<file path="src/rtl/hsem_task_dispatch_pkg.sv">
// Shared dispatch constants: task bitmap width, task index width and FSM state encodings.
package hsem_task_dispatch_pkg;

    localparam int TASK_SWITCH_WIDTH = 32;
    localparam int TASK_ID_WIDTH     = $clog2(TASK_SWITCH_WIDTH);

    typedef enum logic {
        ST_IDLE  = 1'b0,
        ST_OFFER = 1'b1
    } disp_state_e;

endpackage

</file>
<file path="src/rtl/hsem_task_dispatch_rr_pick.sv">
// hsem_rr_pick: combinational round-robin find-first; searches bitmap from pointer+1 upward, wrapping.
module hsem_rr_pick #(
    parameter int TASK_W = 32,
    parameter int ID_W   = 5
) (
    input  logic [TASK_W-1:0] bitmap,
    input  logic [ID_W-1:0]   pointer,
    output logic              found,
    output logic [ID_W-1:0]   index
);

    int unsigned pos;

    always_comb begin
        found = 1'b0;
        index = '0;
        pos   = 0;
        for (int unsigned i = 1; i <= 32'(TASK_W); i++) begin
            pos = (32'(pointer) + i) % 32'(TASK_W);
            if (!found && bitmap[ID_W'(pos)]) begin
                found = 1'b1;
                index = ID_W'(pos);
            end
        end
    end

endmodule

</file>
<file path="src/rtl/hsem_task_dispatch.sv">
// Round-robin dispatcher offering pending semaphore tasks to the core and tracking running ones.
// Optional macro HSEM_DISPATCH_IRQ_EN: irq becomes a registered |pend; otherwise irq is tied low.
module hsem_task_dispatch
    import hsem_task_dispatch_pkg::*;
#(
    parameter int TASK_W = TASK_SWITCH_WIDTH,
    parameter int ID_W   = TASK_ID_WIDTH
) (
    input  logic              hclk,
    input  logic              hresetn,
    input  logic [TASK_W-1:0] tsk_stat,
    output logic              tsk_vld,
    output logic [ID_W-1:0]   tsk_id,
    input  logic              tsk_rdy,
    input  logic              done_vld,
    input  logic [ID_W-1:0]   done_id,
    output logic [TASK_W-1:0] pend,
    output logic [TASK_W-1:0] run,
    output logic              busy,
    output logic              irq
);

    logic [TASK_W-1:0] stat_q;
    logic [TASK_W-1:0] new_req;
    logic [TASK_W-1:0] acc_mask;
    logic [TASK_W-1:0] done_mask;
    logic              armed;
    logic [ID_W-1:0]   rr_ptr;
    logic              pick_found;
    logic [ID_W-1:0]   pick_idx;
    logic              accept;
    disp_state_e       state;

    hsem_rr_pick #(
        .TASK_W (TASK_W),
        .ID_W   (ID_W)
    ) u_rr_pick (
        .bitmap  (pend),
        .pointer (rr_ptr),
        .found   (pick_found),
        .index   (pick_idx)
    );

    assign accept = tsk_vld & tsk_rdy;
    assign busy   = |run;

    // armed stays low for the first edge after reset so levels already high are not seen as edges;
    // an out-of-range done_id shifts the one-hot mask to zero and is ignored.
    always_comb begin
        new_req   = armed ? (tsk_stat & ~stat_q) : '0;
        acc_mask  = accept ? (TASK_W'(1) << tsk_id) : '0;
        done_mask = done_vld ? (TASK_W'(1) << done_id) : '0;
    end

    always_ff @(posedge hclk or negedge hresetn) begin
        if (!hresetn) begin
            stat_q  <= '0;
            armed   <= 1'b0;
            pend    <= '0;
            run     <= '0;
            rr_ptr  <= ID_W'(TASK_W - 1);
            state   <= ST_IDLE;
            tsk_vld <= 1'b0;
            tsk_id  <= '0;
        end else begin
            stat_q <= tsk_stat;
            armed  <= 1'b1;
            pend   <= (pend & ~acc_mask) | new_req;
            run    <= (run & ~done_mask) | acc_mask;
            case (state)
                ST_IDLE: begin
                    if (pick_found) begin
                        tsk_id  <= pick_idx;
                        tsk_vld <= 1'b1;
                        state   <= ST_OFFER;
                    end
                end
                ST_OFFER: begin
                    if (tsk_rdy) begin
                        rr_ptr  <= tsk_id;
                        tsk_vld <= 1'b0;
                        state   <= ST_IDLE;
                    end
                end
                default: state <= ST_IDLE;
            endcase
        end
    end

`ifdef HSEM_DISPATCH_IRQ_EN
    always_ff @(posedge hclk or negedge hresetn) begin
        if (!hresetn) irq <= 1'b0;
        else          irq <= |pend;
    end
`else
    assign irq = 1'b0;
`endif

endmodule
</file>
<file path="config.mk">
export PLATFORM = sky130hd
export DESIGN_NAME = hsem_task_dispatch
export DESIGN_NICKNAME = d
export VERILOG_FILES = /design/src/rtl/hsem_task_dispatch_pkg.sv /design/src/rtl/hsem_task_dispatch_rr_pick.sv /design/src/rtl/hsem_task_dispatch.sv
export SDC_FILE = /design/constraint.sdc
export NUM_CORES = 1
export LEC_CHECK = 0
export CAP_MARGIN = 15
export CORE_MARGIN = 5
export CORE_UTILIZATION = 53
export DETAILED_ROUTE_END_ITERATION = 10
export PLACE_DENSITY = 0.78
export SETUP_SLACK_MARGIN = 0.4
export SYNTH_ARGS = -nofsm -noshare
export SYNTH_HDL_FRONTEND = slang
export SYNTH_SLANG_ARGS = --single-unit
export TNS_END_PERCENT = 50
</file>
<file path="constraint.sdc">
create_clock -name hclk -period 6 [get_ports hclk]
set_clock_uncertainty 0.2 [all_clocks]
set_input_delay 0.9 -clock hclk [delete_from_list [all_inputs] [get_ports hclk]]
set_output_delay 0.9 -clock hclk [all_outputs]
set_load 0.01 [all_outputs]
</file>
* Yosys cells after proc, flatten, opt, wreduce, memory -nomap -nowiden
Index checks and enable logic that the tools add are counted.
Word-level totals: flip-flop bits (word level) 109, memories kept 0, ROM bits 0, latch bits 0, memory bits (writable) 0
Cells by class: $mul 0, shift-type cells 2, div/mod/pow operators 0, bitwise gates (word level) 10, magnitude comparators 32, add/subtract/negate cells 32, reductions and logical operators 66, mux-type cells 137, equal/unequal tests 2
Operators by type and width (count):
- less-than comparator 5 x 6 -> 1 bit, second input constant | 32
- binary-select mux 1 bit (select 5 bit) | 32
- 2-to-1 mux 5 bit | 32
- bitwise AND 32 bit | 3
- 2-to-1 mux 32 bit | 3
- NOT 32 bit | 3
- adder 5 bit, second input constant | 16
- 2-to-1 mux 1 bit | 68
- bitwise OR 32 bit | 2
- << shifter 1 x 5 -> 32 bit, first input constant | 2
- adder 5 x 4 -> 5 bit, second input constant | 8
- OR reduction 32 bit | 1
- logical AND 1 bit | 31
- logical NOT 1 bit | 31
- adder 5 x 3 -> 5 bit, second input constant | 4
- adder 5 x 1 -> 5 bit, second input constant | 2
- adder 5 x 2 -> 5 bit, second input constant | 2
- AND reduction 2 bit | 3
- inequality test 2 bit, second input constant | 2
- one-hot mux 1 bit (2 select lines) | 2
- bitwise AND 1 bit | 1
- NOT 1 bit | 1

* Longest topological paths before layout
Gate-level depths: netlist of the first run.
depth after elaboration 99, mapped depth 24

* Cells and area by module
Synthesis of the first run repeated with hierarchy kept, for this count alone.
Second synthesis, totals: cell total of the unflattened synthesis 1040, area, all modules 10032.1 um^2
Modules (own cells, without submodules):
- hsem_rr_pick | area each 5825.6 um^2, cells an instance 691, times used 1, sequential area each 0.0 um^2
- hsem_task_dispatch | area each 4206.5 um^2, cells an instance 349, times used 1, sequential area each 2733.9 um^2

* Worst setup path after synthesis of the first run
No wires, ideal clock.
path type reg-to-reg, start register rr_ptr[1], end register tsk_id[2], library setup time 0.131 ns, arrival 5.902 ns, stages on the path, launching flop included 23, required time 5.669 ns, period minus slack after synthesis 6.234 ns, slack -0.234 ns, cells stage by stage dfstp_2 > buf_2 > buf_6 > buf_4 > buf_6 > clkbuf_1 > inv_1 > ha_1 > clkbuf_1 > clkbuf_1 > mux4_1 > mux4_1 > mux2_2 > or4b_4 > buf_6 > nor2_4 > and4_1 > buf_4 > nand4_2 > o311ai_1 > a221oi_1 > and3b_1 > or3b_1
On the way: word-level cells in the longest chain between the ends 98, elaborated cells on any way between the ends 223, those cells by class add/sub (32); mux (128); reduce/logical (63)
RTL lines:
- from (decl) | line hsem_task_dispatch.sv:28 | logic [ID_W-1:0] rr_ptr;
- from (signal assigned) | line hsem_task_dispatch.sv:61 | rr_ptr <= ID_W'(TASK_W - 1);
- from (signal assigned) | line hsem_task_dispatch.sv:80 | rr_ptr <= tsk_id;
- adder 5 x 1 -> 5 bit | line hsem_task_dispatch_rr_pick.sv:19 | pos = (32'(pointer) + i) % 32'(TASK_W);
- binary-select mux 1 bit (select 5 bit) | line hsem_task_dispatch_rr_pick.sv:20 | if (!found && bitmap[ID_W'(pos)]) begin
- 2-to-1 mux 1 bit (implied by the code) | line hsem_task_dispatch_rr_pick.sv:20
- 2-to-1 mux 1 bit | line hsem_task_dispatch_rr_pick.sv:20
- logical NOT 1 bit | line hsem_task_dispatch_rr_pick.sv:20
- logical AND 1 bit | line hsem_task_dispatch_rr_pick.sv:20
- 2-to-1 mux 1 bit | line hsem_task_dispatch_rr_pick.sv:20
- logical NOT 1 bit | line hsem_task_dispatch_rr_pick.sv:20
- [... 82 more ...]
- 2-to-1 mux 1 bit | line hsem_task_dispatch_rr_pick.sv:20
- logical NOT 1 bit | line hsem_task_dispatch_rr_pick.sv:20
- logical AND 1 bit | line hsem_task_dispatch_rr_pick.sv:20
- 2-to-1 mux 1 bit | line hsem_task_dispatch_rr_pick.sv:20
- logical NOT 1 bit | line hsem_task_dispatch_rr_pick.sv:20
- logical AND 1 bit | line hsem_task_dispatch_rr_pick.sv:20
- 2-to-1 mux 1 bit | line hsem_task_dispatch_rr_pick.sv:20
- AND reduction 2 bit (no line)
- to (signal assigned) | line hsem_task_dispatch.sv:73 | tsk_id <= pick_idx;
- to (decl) | line hsem_task_dispatch.sv:13 | output logic [ID_W-1:0] tsk_id,
Several ways; a longest one is shown, not always the timed one. The select of a mux whose other input is x is not followed. A chain may end at the register's enable or synchronous reset.

* Worst setup path in the final report of the first run
start register rr_ptr[2], end register tsk_id[1]
Same word-level chain as after synthesis.

==> reports/results.tsv, run 1 <==
metric	value	unit
status	finished, final reports clean	
timing.final.crit_share	89.5	%
yosys_register_bits	109	
crit_chain	buf_4 > ha_2 > xnor2_1 > nand2_1 > o221a_2 > a41o_1 > or2_0 > or4_1 > nor4_2 > buf_4 > o21ai_1 > a22o_1 > a21oi_1 > o41ai_1 > a31oi_1	
grt_overflow_total	0	
numPortBuffers	111	
worstSetupPathType	reg2reg	
hold_buffers	0	
setup_tns	0	ns
grt_pass1_vias	10700	
worstMarginPinSlew	1.10	ns
h-tree-depth	3	
antenna_cells	0	
start_util	53.4	%
min_path_type	reg2reg	
grt_pass1_wl	67000	um
synthArstFlopShare	100	%
track_usage	37.1	%
hold_slack	0.239	ns
rsz0062_at_grt	no	
critPathMaxStageDelay	0.68	ns
cts_buffers	9	
clkLatencyLatePin	0.37	ns
ioPinCount	113	
layout-drive-gt1-share	19.4	%
die_width	152	um
dieArea	23200	sq um
cts_resized	0	
synthCells	1150	
drtAntennaViolNets	0	
cp.arrival	5.46	ns
cpMaxStageDelayCell	or4_1	
hold_viol_final	0	
fmaxAchievable	186	MHz
syn_avg_cell_area	9.34	sq um
core-area	20100	sq um
viasPerCell	7.17	
root_buffer	clkbuf_16	
dr.pass1.iters	6	
synth_ff_type	dfrtp_1	
grt_antenna_before_repair	0	
grt_max_degree	64	
setup_viol	0	
wl	44300	um
num_rows	52	
yosys_warnings	0	
relSlewSlack	26.4	%
netlist_area	10700	sq um
fin_crit	5.37	ns
drv_slew	0	
drv_cap	0	
drcViolationCount	0	
synth_cell_types	95	
cp_common_cell	buf_4	
cts.sinks	109	
layout_commonest_cell	o21ai_0	
vias	11100	
cp-start-kind	register	
p_per_area	638	nW/um^2
yosysSeqAreaShare	25.4	%
area_growth	18.4	%
cp-end-kind	register	
critical_path_required	6.10	ns
synth_nets	1204	
fin_nets	1325	
cts_tree	yes	
ir_drop	352	uV
cts_setup_buffers	0	
finalWeightedCongestion	1.07	
clockBufferDepth	2	
final_cell_mix	o21ai_0 (123), nand2_1 (117), clkdlybuf4s50_1 (110)	
clkTransAtPathRegs	0.09	ns
die_h	152	um
leakage	4.75	nW
drt_iter0_drc	1341	
dp.final_hpwl	34200	um
crit_fanout	37	
synth_edf_count	0	
detail_route.wl_per_cell	28.7	um
[cells by family after synthesis]
group	after synthesis	share of synthesized area (%)
mux	214	29.2
simple gates	367	18.0
xor+xnor	29	2.43
compound gates	311	18.9
flops	109	25.4
other cells	2	0.0699
buf+inv	105	4.45
fa+ha+maj	13	1.51
[metal layers]
metal  up-vias  track usage [%]  share of wire, %
met2       799             55.6                43
met1      5417             48.8                38
met3       193             11.9                12
met4         0             18.2               6.2
li1       4680                -                 -
met5         -                0                 0
[final timing paths]
kind / start / end / slack [ns] / depth (start not counted)
worst max-delay path: rr_ptr[2] / tsk_id[1] / 0.63 / 15
worst min-delay path: stat_q[30] / pend[30] / 0.24 / 1
worst max register to register: rr_ptr[2] / tsk_id[1] / 0.63 / 15
worst min register to register: stat_q[30] / pend[30] / 0.24 / 1
max in group asynchronous: hresetn / pend[8] / 4.05 / 2
min in group asynchronous: hresetn / armed / 0.31 / 1
[worst max-delay path, delay by kind of cell, from the launching register on]
family	cells	cell delay (ns)
XOR/XNOR	1	0.38
AO/OA/AOI/OAI	7	1.47
flip-flops	1	0.54
buffers and inverters	2	0.64
adder cells (fa/ha/maj)	1	0.48
AND/OR/NAND/NOR	4	1.59
[power by group]
group / switching [mW] / leakage (nW) / internal [mW]
logic: 3.77 / 3.37 / 2.46
registers: 0.335 / 1.23 / 0.920
clock network: 0.329 / 0.152 / 0.303
[synthesized netlist by cell type (15+ instances only)]
master    instances  area [sq um]
mux4_1           15           394
xnor2_1          24           210
nand3b_1         28           210
nand2_1         117           439
inv_1            32           120
clkbuf_1         37           139
a21oi_1          41           205
mux2_2           64           721
dfrtp_1         104          2600
nand3_1          27           135
nor3_1           17          85.1
nor2_1           67           251
mux4_2           53          1190
o21ai_0         123           616
mux2i_1          75           751
[flip-flops by register name, summed over array words and instances, names as in the netlist]
signal   cells
armed        1
pend        32
rr_ptr       5
run         32
stat_q      32
state        1
tsk_id       5
tsk_vld      1
[layout make-up]
class | count | area, sq um
Inverter | 38 | 145
Sequential cell | 109 | 2730
Tap cell | 270 | 338
Fill cell | 1683 | 7380
Timing Repair Buffer | 177 | 1650
Multi-Input combinational cell | 936 | 7540
Clock buffer | 9 | 225
Clock inverter | 7 | 91.3
[per-stage QoR]
step	power [mW]	worst slack (ns)	area [sq um]	util, %	cells
after floorplan	4.99	0.414	10800	-	1150
after global placement	7.22	0.749	12400	61.6	1529
after detailed placement	7.22	0.679	12400	61.6	1529
after CTS	7.89	0.657	12700	63.2	1545
after global routing	8.46	0.451	12700	63.3	1546
final	8.12	0.632	12700	63.3	1546
Power figures use the tool's default switching activity.
==> run 2: changes to the inputs <==
--- a/config.mk
+++ b/config.mk
@@ -7,9 +7,9 @@
 export LEC_CHECK = 0
 export CAP_MARGIN = 15
 export CORE_MARGIN = 5
-export CORE_UTILIZATION = 53
+export CORE_UTILIZATION = 60
 export DETAILED_ROUTE_END_ITERATION = 10
-export PLACE_DENSITY = 0.78
+export PLACE_DENSITY = 0.84
 export SETUP_SLACK_MARGIN = 0.4
 export SYNTH_ARGS = -nofsm -noshare
 export SYNTH_HDL_FRONTEND = slang
==> constraint.sdc (replaced) <==
create_clock -name hclk -period 6.65 [get_ports hclk]
set_clock_uncertainty 0.2 [all_clocks]
set_input_delay 0.9975 -clock hclk [delete_from_list [all_inputs] [get_ports hclk]]
set_output_delay 0.9975 -clock hclk [all_outputs]
set_load 0.01 [all_outputs]
==> run 2 against run 1 <==
  * Combinational power decreased by 13%
  * Clock power shrank 9.5%
  * Non-clock buffer count is 32 lower
  * Total power is 12% lower
  * Critical path depth down 4
  * Routed wire length is 3.8% lower
  * Sequential power is 7% lower
  * Maximum frequency decreased by 8.2%
  * Design area decreased by 2.7%
  * Via count up 0.42%
==> reports/results.tsv, run 2 (synthesis results as in run 1) <==
metric	value	unit	change
setup_tns	0	ns	unchanged
timing.final.crit_share	87.9	%	was 89.5%
drt_iter0_drc	1708		was 1341
reg2regPathDepth	11		was 15
layout_commonest_cell	o21ai_0		unchanged
ioPinCount	113		unchanged
leakage	4.59	nW	was 4.75 nW
fin_nets	1293		was 1325
grt_pass1_vias	10800		was 10700
area_growth	15.3	%	was 18.4%
setup_viol	0		unchanged
rrSetupSlack	0.80	ns	was 0.63 ns
crit_fanout	42		was 37
numPortBuffers	111		unchanged
fin_crit	5.85	ns	was 5.37 ns
min_path_type	reg2reg		unchanged
cp.arrival	5.89	ns	was 5.46 ns
cp_common_cell	mux2_2		was buf_4
hold_buffers	0		unchanged
grt_overflow_total	0		unchanged
timing.rr.start	rr_ptr[0]		was rr_ptr[2]
worstMarginPinSlew	1.21	ns	was 1.10 ns
fmaxAchievable	171	MHz	was 186 MHz
finalWeightedCongestion	1.09		was 1.07
core-area	17800	sq um	was 20100 sq um
die_h	144	um	was 152 um
grt_antenna_before_repair	0		unchanged
clkLatencyLatePin	0.37	ns	about the same
cpMaxStageDelayCell	dfstp_2		was or4_1
viasPerCell	7.55		was 7.17
detail_route.wl_per_cell	28.9	um	was 28.7 um
critical_path_required	6.70	ns	was 6.10 ns
cts_buffers	9		unchanged
crit_chain	buf_4 > mux4_1 > mux2_2 > mux2_2 > mux2i_1 > nand4_1 > or3_1 > nor4_4 > a221oi_1 > and3b_1 > or3b_1		was buf_4 > ha_2 > xnor2_1 > nand2_1 > o221a_2 > a41o_1 > or2_0 > or4_1 > nor4_2 > buf_4 > o21ai_1 > a22o_1 > a21oi_1 > o41ai_1 > a31oi_1
num_rows	49		was 52
dp_slack	1.01	ns	was 0.679 ns
dp.final_hpwl	32300	um	was 34200 um
die_width	144	um	was 152 um
layout-drive-gt1-share	17.0	%	was 19.4%
start_util	60.4	%	was 53.4%
holdPathStages	1		unchanged
vias	11100		about the same
reg_top3	pend (32), run (32), stat_q (32)		unchanged
cts.sinks	109		unchanged
clockBufferDepth	2		unchanged
rsz0062_at_grt	no		unchanged
cp-start-kind	register		unchanged
drtAntennaViolNets	0		unchanged
drv_cap	0		unchanged
wl	42700	um	was 44300 um
fin_util	69.6	%	was 63.3%
cp-end-kind	register		unchanged
status	finished, final reports clean		unchanged
min_from	stat_q[30]		unchanged
critPathMaxStageDelay	0.85	ns	was 0.68 ns
min_to	pend[30]		unchanged
drcViolationCount	0		unchanged
clkTransAtPathRegs	0.09	ns	about the same
grt_max_degree	66		was 64
final_cell_mix	o21ai_0 (123), nand2_1 (117), clkdlybuf4s50_1 (110)		unchanged
cts_setup_buffers	0		unchanged
dieArea	20700	sq um	was 23200 sq um
p_per_area	578	nW/um^2	was 638 nW/um^2
cts_tree	yes		unchanged
dr.pass1.iters	8		was 6
setup_ws	0.802	ns	was 0.632 ns
ir_drop	350	uV	was 352 uV
finalNonFillerCells	1474		was 1546
grt_pass1_wl	65400	um	was 67000 um
worstSetupPathType	reg2reg		unchanged
relSlewSlack	19.0	%	was 26.4%
post-place-cells	1457		was 1529
track_usage	41.8	%	was 37.1%
r2r-end	tsk_id[2]		was tsk_id[1]
root_buffer	clkbuf_16		unchanged
h-tree-depth	3		unchanged
hold_viol_final	0		unchanged
drv_slew	0		unchanged
cts_resized	0		unchanged
==> run 2: how the worst max path moves through the flow <==
stage / startpoint / to / cells after the start
after global placement: rr_ptr[0] / tsk_id[2] / 13
final: rr_ptr[0] / tsk_id[2] / 11
after global routing: rr_ptr[0] / tsk_id[1] / 13
after detailed placement: rr_ptr[0] / tsk_id[1] / 13
after floorplan: rr_ptr[1] / tsk_id[2] / 22
after CTS: rr_ptr[0] / tsk_id[1] / 13
==> run 2: worst max-delay path, delay by kind of cell (launching register included) <==
kind / cells / cell delay [ns]
and+or+nand+nor: 5 / 1.98
muxes: 4 / 1.88
DFF: 1 / 0.85
buffers and inverters: 1 / 0.58
AOI/OAI and AO/OA: 1 / 0.17
==> run 2: area by class of cell <==
class                      count  area (sq um)
antenna                        1          2.50
fill                        1358          5400
sequential                   109          2730
multi-input combinational    936          7530
clock inverter                 7          93.8
clock buffer                   9           225
inverter                      38           145
timing repair buffer         145          1360
tap                          229           287
==> run 2: metrics by stage <==
step	hold slack, ns	cell area (sq um)	total power, mW
floorplan	0.210	10700	4.49
global placement	0.218	12100	6.28
finish	0.246	12400	7.16
detailed placement	0.231	12100	6.29
CTS	0.243	12400	6.89
global route	0.263	12400	7.41
==> run 2: power breakdown <==
| group | internal, mW | leakage, nW | total (mW) | switching (mW) |
|---|---|---|---|---|
| combinational | 2.11 | 3.21 | 5.42 | 3.32 |
| sequential | 0.831 | 1.23 | 1.16 | 0.331 |
| clock | 0.275 | 0.154 | 0.572 | 0.297 |
==> run 2: layer usage <==
metal | share of wire (%) | global-route usage [%]
met4 | 6.8 | 22.2
met5 | 0 | 0
met1 | 37 | 54.5
met2 | 43 | 63.1
met3 | 13 | 12.1
